===== src/rtl/issue_age_queue.sv =====
// issue_age_queue: reservation-station entry buffer that offers the oldest ready
// entry over a valid/ready handshake, with tag wakeup and a same-cycle bypass.
module issue_age_queue #(
    parameter int DEPTH   = 8,
    parameter int AGE_LEN = 4,
    parameter int DATA_W  = 32,
    parameter int TAG_W   = 3
) (
    input  logic                       clk_i,
    input  logic                       rst_n_i,
    input  logic                       flush_i,
    input  logic                       ins_valid_i,
    output logic                       ins_ready_o,
    input  logic                       ins_rdy_i,
    input  logic [TAG_W-1:0]           ins_tag_i,
    input  logic [DATA_W-1:0]          ins_data_i,
    input  logic                       wake_valid_i,
    input  logic [TAG_W-1:0]           wake_tag_i,
    output logic                       iss_valid_o,
    input  logic                       iss_ready_i,
    output logic [DATA_W-1:0]          iss_data_o,
    output logic [$clog2(DEPTH)-1:0]   iss_idx_o,
    output logic [$clog2(DEPTH+1)-1:0] count_o
);
    localparam int IW = $clog2(DEPTH);
    localparam int CW = $clog2(DEPTH+1);
    localparam logic [CW-1:0] FULL = CW'(DEPTH);

    logic [DEPTH-1:0]   valid_q, valid_d, rdy_q, rdy_d;
    logic [TAG_W-1:0]   tag_q [DEPTH];
    logic [TAG_W-1:0]   tag_d [DEPTH];
    logic [DATA_W-1:0]  data_q [DEPTH];
    logic [DATA_W-1:0]  data_d [DEPTH];
    logic [AGE_LEN-1:0] age_q [DEPTH];
    logic [AGE_LEN-1:0] age_d [DEPTH];
    logic [CW-1:0]      count_q, count_d;
    logic [IW-1:0]      free_idx, sel_idx;
    logic [AGE_LEN-1:0] best_age;
    logic               ins_fire, iss_fire;

    assign ins_ready_o = count_q != FULL;
    assign count_o     = count_q;
    assign ins_fire    = ins_valid_i & ins_ready_o & ~flush_i;
    assign iss_fire    = iss_valid_o & iss_ready_i;
    assign iss_idx_o   = sel_idx;
    assign iss_data_o  = iss_valid_o ? data_q[sel_idx] : '0;

    // Scanning downward leaves the lowest free index.
    always_comb begin
        free_idx = '0;
        for (int i = DEPTH - 1; i >= 0; i--)
            if (!valid_q[i]) free_idx = IW'(i);
    end

    // The >= lets a later index win on equal age.
    always_comb begin
        iss_valid_o = 1'b0;
        sel_idx     = '0;
        best_age    = '0;
        for (int i = 0; i < DEPTH; i++) begin
            if (valid_q[i] && rdy_q[i] && (!iss_valid_o || age_q[i] >= best_age)) begin
                iss_valid_o = 1'b1;
                sel_idx     = IW'(i);
                best_age    = age_q[i];
            end
        end
    end

    always_comb begin
        valid_d = valid_q;
        rdy_d   = rdy_q;
        tag_d   = tag_q;
        data_d  = data_q;
        age_d   = age_q;
        count_d = flush_i ? '0 : count_q + CW'(ins_fire) - CW'(iss_fire);
        for (int i = 0; i < DEPTH; i++) begin
            if (flush_i) begin
                valid_d[i] = 1'b0;
                rdy_d[i]   = 1'b0;
                age_d[i]   = '0;
            end else if (ins_fire && free_idx == IW'(i)) begin
                valid_d[i] = 1'b1;
                rdy_d[i]   = ins_rdy_i | (wake_valid_i && wake_tag_i == ins_tag_i);
                tag_d[i]   = ins_tag_i;
                data_d[i]  = ins_data_i;
                age_d[i]   = '0;
            end else if (iss_fire && sel_idx == IW'(i)) begin
                valid_d[i] = 1'b0;
                rdy_d[i]   = 1'b0;
            end else if (valid_q[i]) begin
                age_d[i] = &age_q[i] ? age_q[i] : age_q[i] + 1'b1;
                if (wake_valid_i && tag_q[i] == wake_tag_i) rdy_d[i] = 1'b1;
            end
        end
    end

    always_ff @(posedge clk_i or negedge rst_n_i) begin
        if (!rst_n_i) begin
            valid_q <= '0;
            rdy_q   <= '0;
            tag_q   <= '{default: '0};
            data_q  <= '{default: '0};
            age_q   <= '{default: '0};
            count_q <= '0;
        end else begin
            valid_q <= valid_d;
            rdy_q   <= rdy_d;
            tag_q   <= tag_d;
            data_q  <= data_d;
            age_q   <= age_d;
            count_q <= count_d;
        end
    end
endmodule


===== config.mk =====
export PLATFORM = sky130hd
export DESIGN_NAME = issue_age_queue
export DESIGN_NICKNAME = d
export VERILOG_FILES = /design/src/rtl/issue_age_queue.sv
export SDC_FILE = /design/constraint.sdc
export NUM_CORES = 1
export LEC_CHECK = 0
export ABC_AREA = 1
export BUFFER_PORTS_ARGS = -buffer_cell sky130_fd_sc_hd__buf_4
export CORE_MARGIN = 2
export CORE_UTILIZATION = 53
export DETAILED_ROUTE_END_ITERATION = 8
export PLACE_DENSITY = 0.73
export SYNTH_ARGS = -nofsm -noshare
export SYNTH_HDL_FRONTEND = slang
export SYNTH_SLANG_ARGS = --single-unit

===== constraint.sdc =====
create_clock -name clk_i -period 9.3 [get_ports clk_i]
set_clock_uncertainty 0.1 [all_clocks]
set_input_delay 0.93 -clock clk_i [delete_from_list [all_inputs] [get_ports clk_i]]
set_output_delay 0.93 -clock clk_i [all_outputs]
set_load 0.02 [all_outputs]

# --- Word level (Yosys, flattened, before mapping) ---
# Cells that the tools add are included.
totals:
  in_bits: 45
  reg_bits: 332
classes:
  n_reduce_logical: 120
  muxes: 139
  order_cmp: 8
  n_bitwise: 6
  n_addsub: 10
  n_eq_ne: 40
op_table:
  columns: ["cell", "count"]
  rows:
  - ["$mux W4", 48]
  - ["$bmux W32 S3", 1]
  - ["$mux W32", 3]
  - ["$mux W1", 73]
  - ["$reduce_bool A4 Y1", 16]
  - ["$ne A3 B3 Y1 const B", 16]
  - ["$reduce_bool A3 Y1", 16]
  - ["$mux W3", 14]
  - ["$logic_and A1 B1 Y1", 40]
  - ["$add A4 B1 Y4 const B", 8]
  - ["$reduce_and A2 Y1", 16]
  - ["$reduce_and A4 Y1", 8]
  - ["$ge A4 B4 Y1", 7]
  - ["$eq A3 B3 Y1", 9]
  - ["$eq A3 B3 Y1 const B", 8]
  - ["$reduce_and A3 Y1", 8]
  - ["$eq A3 B2 Y1 const B", 4]
  - ["$logic_not A1 Y1", 7]
  - ["$logic_or A1 B1 Y1", 7]
  - ["$eq A3 B1 Y1 const B", 2]
  - ["$logic_not A3 Y1", 2]
  - ["$add A4 B1 Y4", 1]
  - ["$ge A4 B4 Y1 const B", 1]
  - ["$ne A4 B4 Y1 const B", 1]
  - ["other kinds (5)", 7]

# --- Longest topological paths before layout ---
# Gate-level depths: netlist (run 1).
depth:
  depth_word: 35
  depth_mapped: 81

# --- Worst setup path after synthesis (run 1) ---
# No wires, ideal clock.
synth_path:
  kind: "register to output"
  start: "register valid_q[0]"
  end: "output iss_data_o[22]"
  slack_ps: -412
  stages_incl_launch_ff: 71
  path_buffers: 6
  arrival_time_ps: 8682
  required_time_ps: 8270
  path_cell_list: "dfrtp_1 nand2_1 inv_1 nand2_1 ha_1 nand2_1 inv_1 nor3_1 nand2_1 nand3_1 nand2_1 o21ai_0 ha_1 a21oi_1 nand4_1 nand2_1 buf_1 nand2_1 [... 35 more ...] buf_4 nand3_1 o21ai_0 ha_1 a21oi_1 o21ai_0 nor2_1 nand2_1 nand2_1 buf_4 nand3_4 buf_6 buf_4 nand3_1 nand3_1 nor2_1 nor2_1 nor2_1"
synth_via:
  elab_chain_len: 35
  elab_cells_between_ends: 56
  classes_between: "7 x order compare; 26 x mux; 1 x bitwise; 22 x reduce/logical"
synth_lines:
  columns: ["item", "line", "source"]
  rows:
  - ["from (decl)", "29", "logic [DEPTH-1:0] valid_q, valid_d, rdy_q, rdy_d;"]
  - ["from (signal assigned)", "106", "valid_q <= valid_d;"]
  - ["$logic_and A1 B1 Y1 *", "61", "if (valid_q[i] && rdy_q[i] && (!iss_valid_o || age_q[i] >= best_age)) begin"]
  - ["$mux W4 / $mux W1 (equally long branches)", "61", null]
  - ["$ge A4 B4 Y1 / $logic_not A1 Y1 (equally long branches)", "61", null]
  - ["$logic_or A1 B1 Y1", "61", null]
  - ["$logic_and A1 B1 Y1", "61", null]
  - ["$mux W4 / $mux W1 (equally long branches)", "61", null]
  - ["$ge A4 B4 Y1 / $logic_not A1 Y1 (equally long branches)", "61", null]
  - ["$logic_or A1 B1 Y1", "61", null]
  - ["[... 19 more ...]", null, null]
  - ["$logic_or A1 B1 Y1", "61", null]
  - ["$logic_and A1 B1 Y1", "61", null]
  - ["$mux W3 *", "61", null]
  - ["via iss_idx_o[1]", "22", "output logic [$clog2(DEPTH)-1:0] iss_idx_o,"]
  - ["$not A3 Y4 (not written as such) *", "46", "assign iss_data_o = iss_valid_o ? data_q[sel_idx] : '0;"]
  - ["$bmux W32 S3 *", "46", null]
  - ["$mux W32 (not written as such) * (2 in series)", "46", null]
  - ["$mux W32 *", "46", null]
  - ["to (decl)", "21", "output logic [DATA_W-1:0] iss_data_o,"]
# Mark *: on every way through the listed nets, which the timed path passes. The rest lies on a longest branch. The select of a mux whose other input is x is not followed.

# --- Worst setup path in the final report (run 1) ---
layout_path:
  start: "register valid_q[0]"
  end: "output iss_data_o[22]"
layout_via:
  elab_chain_len: 35
  elab_cells_between_ends: 56
  classes_between: "7 x order compare; 26 x mux; 1 x bitwise; 22 x reduce/logical"
layout_lines:
  columns: ["item", "line"]
  rows:
  - ["$logic_and A1 B1 Y1 *", "61"]
  - ["$mux W4 / $mux W1 (equally long branches)", "61"]
  - ["$ge A4 B4 Y1 / $logic_not A1 Y1 (equally long branches)", "61"]
  - ["$logic_or A1 B1 Y1", "61"]
  - ["$logic_and A1 B1 Y1", "61"]
  - ["$mux W4 / $mux W1 (equally long branches)", "61"]
  - ["$ge A4 B4 Y1 / $logic_not A1 Y1 (equally long branches)", "61"]
  - ["$logic_or A1 B1 Y1", "61"]
  - ["[... 18 more ...]", null]
  - ["$ge A4 B4 Y1 / $logic_not A1 Y1 (equally long branches)", "61"]
  - ["$logic_or A1 B1 Y1", "61"]
  - ["$logic_and A1 B1 Y1", "61"]
  - ["$mux W3", "61"]
  - ["$not A3 Y4 (not written as such)", "46"]
  - ["$bmux W32 S3", "46"]
  - ["$mux W32 (not written as such) (2 in series)", "46"]
  - ["$mux W32 *", "46"]
# Every way passes the cells marked *; elsewhere a longest branch is shown, timed or not. The select of a mux whose other input is x is not followed.

==> run_results.csv, run 1 <==
group,metric,value,unit
placed_design,hpwl,31600,microns
synthesis,yosys.area_share.simple,26.8,%
worst_setup_path,critical-path-top-delay-family,"simple AND/OR/NAND/NOR gates",
die,dieArea,0.0351,sq mm
cells_and_area,antenna_cells,0,
synthesis,yosys_warnings,0,
cells_and_area,fillers,2371,
synthesis,ys_types,46,
synthesis,netlist_area,0.0178,sq mm
power,total_power,4340,uW
drt,finalWirelength,58800,microns
cells_and_area,fin_cells,3081,
worst_setup_path,crit_path_end_kind,"primary output",
die,rows,67,
synthesis,yosysSeqAreaShare,46.7,%
hold_path,hold_class,"primary input to asynchronous set/reset pin",
die,ios,86,
cells_and_area,ff_latch_area,0.00831,sq mm
clocking,ctsRootBufferMaster,"clkbuf_16",
power,powerDensity,184,mW/mm^2
synthesis,synth.top_cell.area_share,46.7,%
synthesis,synth_cells,2380,
clocking,cts.sinks,332,
cells_and_area,multi_input_area,0.00899,sq mm
drt,viasPerCell,5.78,
clocking,clkTransAtPathRegs,0.06,ns
worst_setup_path,r2r_setup_slack,-0.64,ns
synthesis,synthFlopType,"dfrtp_1",
die,core-area,0.0333,sq mm
timing,clock.fmax,90.7,MHz
die,initial_core_util,53.5,%
global_routing,grt_pass1_wl,90700,microns
clocking,cts_tree,"done",
job,cap_viol_max_count,0,
timing,setup_viol,81,
cells_and_area,utilization,71.0,%
worst_setup_path,worstSetupPathType,"register to primary output",
cells_and_area,final_cell_area,0.0236,sq mm
drt,drt_pass1_iterations,6,
synthesis,synth_edf_count,0,
worst_setup_path,critPathRequiredTime,8.27,ns
power,leakage,0.0116,uW
synthesis,synthMuxAreaShare,0,%
global_routing,grtUsageTotal,32.1,%
worst_setup_path,critPathArrivalTime,10.00,ns
placed_design,dp.cells,2892,
drt,routedWlPerCell,19.1,microns
cells_and_area,drive_gt1_share,26.3,%
clocking,h-tree-depth,2,
placed_design,port_buffers,85,
placed_design,place_area,0.0196,sq mm
drt,antenna_left,0,
timing,worst_slew_pin_slew,1.01,ns
worst_setup_path,reg2reg_to,"age_q[23]$_DFFE_PN0P_",
status,status,"finished, violations left",
worst_setup_path,cpPeakStageDelay,0.37,ns
timing,finalWorstSetupSlack,-1.73,ns
die,die_h,187,microns
global_routing,grt_antenna_before_repair,0,
timing,slew_violations,0,
synthesis,synthAdderAreaFrac,2.99,%
timing,slew_headroom,32.2,%
global_routing,grt_start_max_net_pins,146,
status,violations,"setup timing",
die,die-width,187,microns
timing,final.period_utilization,119,%
worst_setup_path,crit_top_cell,"nand2_1",
synthesis,async_flop_share,100,%
worst_setup_path,path_max_fanout,8,
synthesis,synth_top_family_by_area,"simple AND/OR/NAND/NOR gates",
power,ir_drop,0.000159,V
cells_and_area,fin_nets,2696,
clocking,numCtsBuffers,38,
clocking,clockBufferDepth,3,
synthesis,avgSynthCellArea,7.48,sq um
clocking,hold_buffers,0,
timing,rsz0062_at_grt,"true",
synthesis,synth_xor_xnor_area_share,0.935,%
synthesis,synthTopCellsByArea,"dfrtp_1 47%, nand2_1 12%, o21ai_0 9.2%",
synthesis,syn-num-nets,2467,
worst_setup_path,worst_r2r_path_depth,79,
global_routing,grt_pass1_vias,17400,
drt,drc_errors,0,
placed_design,place.gp.congestion,0.885,
synthesis,synth_top_area_cell,"dfrtp_1",
worst_setup_path,r2r-start,"valid_q[0]$_DFFE_PN0P_",
worst_setup_path,crit_buf_inv,14,
drt,drt_iter0_drc,1931,
synthesis,synth_compound_area_share,11.7,%
worst_setup_path,cp-start-kind,"register",
timing,min_period,11.03,ns
cells_and_area,synthToLayoutAreaGrowth,32.7,%
worst_setup_path,cp_slowest_cell,"dfrtp_1",
drt,num_vias,17800,
timing,hold_viol,0,
global_routing,overflow,0,
clocking,clk_latency,0.52,ns
synthesis,ys_seq_elements,332,
==> metal layers <==
metal / vias to the layer above / global-route usage (%) / routed length, microns
li1: 8047 / - / -
met1: 8593 / 42.0 / 22900
met2: 942 / 52.6 / 28000
met3: 238 / 5.48 / 5160
met4: 0 / 14.6 / 2720
met5: - / 0 / 0
==> area by class of cell <==
class	count	share of cell area, %
clock inverter	8	0.503
multi-input combinational	1569	38.0
clock buffer	56	4.66
timing repair buffer	323	13.7
sequential	332	35.2
tap	448	2.37
inverter	345	5.55
==> what timing repair did <==
action	in CTS	in global routing
buffers inserted	95	22
pin swaps	59	105
setup endpoints to repair	35	83
gates cloned	9	3
gates resized for setup	180	237
==> metrics by stage <==
| step | hold WS (ns) | setup TNS, ns | worst slack (ns) |
|---|---|---|---|
| floorplan | 0.337 | 0 | 0.00366 |
| global placement | 0.354 | -2.54 | -0.161 |
| detailed placement | 0.359 | -13.66 | -0.539 |
| CTS | 0.373 | -21.94 | -0.726 |
| global route | 0.394 | -110.34 | -2.16 |
| finish | 0.365 | -76.17 | -1.73 |
==> state kept, by name (all words and copies together) (netlist names) <==
register  cells
age_q        32
valid_q       8
rdy_q         8
data_q      256
count_o       4
tag_q        24
==> cells by family after synthesis <==
| logic type | after synthesis |
|---|---|
| xor+xnor | 19 |
| simple gates | 1109 |
| buf+inv | 480 |
| compound gates | 398 |
| flops | 332 |
| fa+ha+maj | 42 |
==> worst max path at each step <==
stage	from	endpoint	slack [ns]	cells after the start
6_report	valid_q[0]$_DFFE_PN0P_	iss_data_o[22]	-1.73	77
5_1_grt	valid_q[0]$_DFFE_PN0P_	iss_data_o[18]	-2.16	74
4_1_cts	valid_q[0]$_DFFE_PN0P_	iss_data_o[15]	-0.73	72
3_5_place_dp	valid_q[0]$_DFFE_PN0P_	iss_data_o[25]	-0.54	67
3_3_place_gp	valid_q[0]$_DFFE_PN0P_	iss_data_o[25]	-0.16	69
2_1_floorplan	valid_q[0]$_DFFE_PN0P_	iss_data_o[22]	0.004	68
==> cells in the final DEF (no fill, tap or decap), types with 6 or more instances in the layout <==
cell       Yosys  routed
nand2_4        2      36
clkbuf_1      65      11
nand3_2        6      48
clkbuf_16      0      41
buf_12         0      30
dfrtp_1      332     332
nand3_4        1      21
a21oi_2        0       7
o21ai_1       14      29
buf_4         14     227
inv_1        333     321
ha_1          41      26
buf_16         0       6
inv_2         11      19
nand2_2        5      47
nor3_1        11       9
buf_8          0       6
nor2_1       186     106
xor2_1        14      14
o22ai_1       14      14
o21ai_0      327     296
o21ai_2        1      16
a21oi_1       23      16
clkbuf_8       0       6
nor2_2         4      69
ha_4           0      14
nand3_1      266     204
buf_6          7      50
nor2_4         2      17
nand4_1       40      40
and2_4         0       7
nand2_1      566     489
==> where the power goes <==
part / internal [uW] / switching, uW
registers: 1670 / 96.2
clock network: 898 / 591
logic: 473 / 612
total: 3040 / 1300
==> Yosys cell counts (2+ instances only) <==
library cell and instances:
and2_1 8, buf_2 22, nand2_4 2, inv_1 333, o21bai_1 2, nand3_2 6
nand4_1 40, nand3_1 266, nor3_1 11, xor2_1 14, o21ai_0 327, o22ai_1 14
clkbuf_2 9, or2_2 3, nand3b_1 4, ha_1 41, inv_2 11, nor2_4 2
a21oi_1 23, o21ai_1 14, dfrtp_1 332, a41oi_1 2, nand2_1 566, buf_4 14
clkbuf_1 65, nor2_2 4, xnor2_1 5, buf_1 18, nor2_1 186, nor4_1 5
nand2_2 5, a2111oi_0 2, buf_6 7, o211ai_1 5
Note: power is estimated with default switching activity, not from simulation.
==> inputs of run 2 (changes only) <==
--- a/config.mk
+++ b/config.mk
@@ -5,7 +5,6 @@
 export SDC_FILE = /design/constraint.sdc
 export NUM_CORES = 1
 export LEC_CHECK = 0
-export ABC_AREA = 1
 export BUFFER_PORTS_ARGS = -buffer_cell sky130_fd_sc_hd__buf_4
 export CORE_MARGIN = 2
 export CORE_UTILIZATION = 53
==> run 2 against run 1 <==
Compared with the run above:
- the flow still finishes with violations (setup timing)
- synthesized cell count down 37%
- power down 11%
- design area down 8.2%
- routed wire length down 23%
- flip-flop and latch count unchanged
- largest cell class unchanged
- critical path type unchanged
- clock-buffer cell count down 3
- sequential share of layout area up 3.1 points
- maximum frequency down 5.1%
- global-route usage down 4.7 points
- synthesized area down 3.6%
==> run_results.csv, run 2 <==
group,metric,value,unit
status,status,"finished, violations left",
status,violations,"setup timing",
worst_setup_path,worst_r2r_path_depth,51,
synthesis,netlist_area,0.0172,sq mm
worst_setup_path,r2r_setup_slack,-0.65,ns
synthesis,synth_cells,1496,
cells_and_area,largest_reg_flops,256,
synthesis,syn-num-nets,1583,
cells_and_area,final_common_cell,"dfrtp_1",
timing,slew_headroom,25.8,%
global_routing,grt_pass1_wl,72300,microns
synthesis,ys_types,69,
power,seqPwrFrac,47.5,%
power,swShare,26.5,%
timing,hold_viol,0,
global_routing,grtUsageTotal,27.5,%
die,core-area,0.0317,sq mm
timing,worst_slew_pin_slew,1.11,ns
drt,num_vias,12600,
cells_and_area,largest-register,"data_q",
placed_design,port_buffers,85,
placed_design,place.gp.congestion,0.852,
worst_setup_path,crit_top_cell,"ha_4",
global_routing,overflow,0,
clocking,cts_tree,"done",
synthesis,yosysSeqAreaShare,48.4,%
drt,highest_layer,"met4",
hold_path,hold_class,"primary input to asynchronous set/reset pin",
synthesis,synth_top_area_cell,"dfrtp_1",
power,clock_power_share,37.0,%
synthesis,synth_most_common_cell,"dfrtp_1",
cells_and_area,drive_gt1_share,42.0,%
synthesis,synthFlopType,"dfrtp_1",
synthesis,async_flop_share,100,%
cells_and_area,reg_top3,"data_q: 256 flops, age_q: 32 flops, tag_q: 24 flops",
die,ios,86,
synthesis,synthTopCellsByCount,"332 x dfrtp_1, 285 x mux2_2, 181 x nand2_1",
timing,final.period_utilization,125,%
synthesis,synth.top_cell.area_share,48.4,%
drt,finalWirelength,45100,microns
cells_and_area,fin_nets,1758,
worst_setup_path,cp_slowest_cell,"or3_4",
timing,finalWorstSetupSlack,-2.33,ns
clocking,clkTransAtPathRegs,0.06,ns
timing,min_period,11.63,ns
global_routing,grt_start_max_net_pins,179,
cells_and_area,antenna_cells,0,
die,rows,65,
placed_design,hpwl,26900,microns
drt,drt_iter0_drc,877,
clocking,cts.sinks,332,
cells_and_area,synthToLayoutAreaGrowth,26.4,%
die,dieArea,0.0338,sq mm
clocking,ctsRootBufferMaster,"clkbuf_16",
timing,clock.fmax,86.0,MHz
power,powerDensity,178,mW/mm^2
drt,wl_met3,2190,microns
worst_setup_path,critPathArrivalTime,10.60,ns
power,leakage,0.0100,uW
global_routing,grt_pass1_vias,13200,
timing,slew_violations,0,
drt,drt_pass1_iterations,4,
worst_setup_path,critPathRequiredTime,8.27,ns
worst_setup_path,reg2reg_to,"age_q[9]$_DFFE_PN0P_",
worst_setup_path,r2r-start,"valid_q[0]$_DFFE_PN0P_",
power,p_sw,1020,uW
synthesis,synth_edf_count,0,
drt,routedWlPerCell,21.5,microns
worst_setup_path,cpPeakStageDelay,0.45,ns
cells_and_area,fillers,2247,
job,cap_viol_max_count,0,
timing,rsz0062_at_grt,"true",
global_routing,grt_antenna_before_repair,0,
clocking,clk_latency,0.53,ns
power,ir_drop,0.000176,V
power,p_int,2830,uW
worst_setup_path,crit_path_end_kind,"primary output",
synthesis,ys_seq_elements,332,
drt,wl_met2,22100,microns
worst_setup_path,worstSetupPathType,"register to primary output",
cells_and_area,utilization,68.4,%
worst_setup_path,cp-start-kind,"register",
die,die_h,184,microns
clocking,h-tree-depth,2,
synthesis,synthTopCellsByArea,"dfrtp_1 48%, mux2_2 19%, nand2_1 4.0%",
placed_design,dp_slack,-2.23,ns
drt,antenna_left,0,
drt,wl_met1,19400,microns
synthesis,yosys_warnings,0,
timing,setup_viol,82,
clocking,clockBufferDepth,3,
die,die-width,184,microns
drt,viasPerCell,6.00,
die,initial_core_util,54.1,%
worst_setup_path,path_max_fanout,8,
power,p_comb_share,15.5,%
clocking,numCtsBuffers,38,
cells_and_area,final_cell_mix,"330 x dfrtp_1, 276 x mux2_2, 175 x nand2_1",
drt,drc_errors,0,
synthesis,avgSynthCellArea,11.5,sq um
-- run 2: worst max path at each step --
stage / startpoint / to / slack (ns) / depth (start not counted)
after floorplan: valid_q[0]$_DFFE_PN0P_ / iss_data_o[10] / -2.12 / 51
after global placement: rdy_q[0]$_DFFE_PN0P_ / iss_data_o[31] / -1.91 / 50
after detailed placement: rdy_q[0]$_DFFE_PN0P_ / iss_data_o[10] / -2.23 / 50
after CTS: rdy_q[0]$_DFFE_PN0P_ / iss_data_o[28] / -2.19 / 50
after global routing: rdy_q[0]$_DFFE_PN0P_ / iss_data_o[13] / -2.76 / 50
final: valid_q[0]$_DFFE_PN0P_ / iss_data_o[13] / -2.33 / 50
-- run 2: cell families after synthesis --
family,count (synthesis),share of synthesized area [%]
adder cells (fa/ha/maj),42,3.11
multiplexers,328,21.2
AND/OR/NAND/NOR,405,10.6
buffers and inverters,123,3.22
flip-flops,332,48.4
XOR/XNOR,45,2.30
AO/OA/AOI/OAI,221,11.1
-- run 2: stage by stage --
step           instances  TNS, ns  cell area (sq um)  power, uW  hold slack, ns
2_1_floorplan       1496   -99.14              17600       2190           0.333
3_3_place_gp        2000   -86.45              19300       2350           0.344
3_5_place_dp        2000  -111.29              19300       2390           0.351
4_1_cts             2095   -84.74              21600       3870           0.334
5_1_grt             2096  -136.46              21700       4010           0.374
6_report            2096   -99.40              21700       3850           0.294
-- run 2: routing by layer --
metal	up-vias	track usage [%]
li1	5717	-
met1	6447	36.5
met2	306	46.0
met3	96	4.12
met4	0	9.47
met5	-	0
-- run 2: timing repair --
action                     4_1_cts  5_1_grt
gates cloned                     7        0
pin swaps                       63       26
setup endpoints to repair       83       83
hold buffers                     0        0
setup buffers                   26        2
resized for setup              124       30
-- run 2: cell type report --
cell class	instances	area, sq um	area share (%)
multi-input cells	1041	9400	43.3
well taps	402	503	2.32
clock inverters	10	108	0.496
clock buffers	53	1070	4.92
flip-flops and latches	332	8310	38.3
inverters	29	109	0.502
repair buffers	229	2200	10.1
-- run 2: critical path: cells and delay by family (launching register included) --
kind | cells | cell delay [ns]
AND/OR/NAND/NOR | 12 | 2.41
adder cells (fa/ha/maj) | 7 | 1.47
multiplexers | 3 | 0.97
buffers and inverters | 4 | 0.71
AO/OA/AOI/OAI | 24 | 4.08
flip-flops | 1 | 0.43
-- run 2: power groups by stage --
stage / logic, uW / registers [uW] / clock network, uW
after detailed placement: 561 / 1830 / 0
final: 597 / 1830 / 1420
after floorplan: 391 / 1800 / 0
after global routing: 653 / 1860 / 1500
after global placement: 541 / 1810 / 0
after CTS: 595 / 1830 / 1440
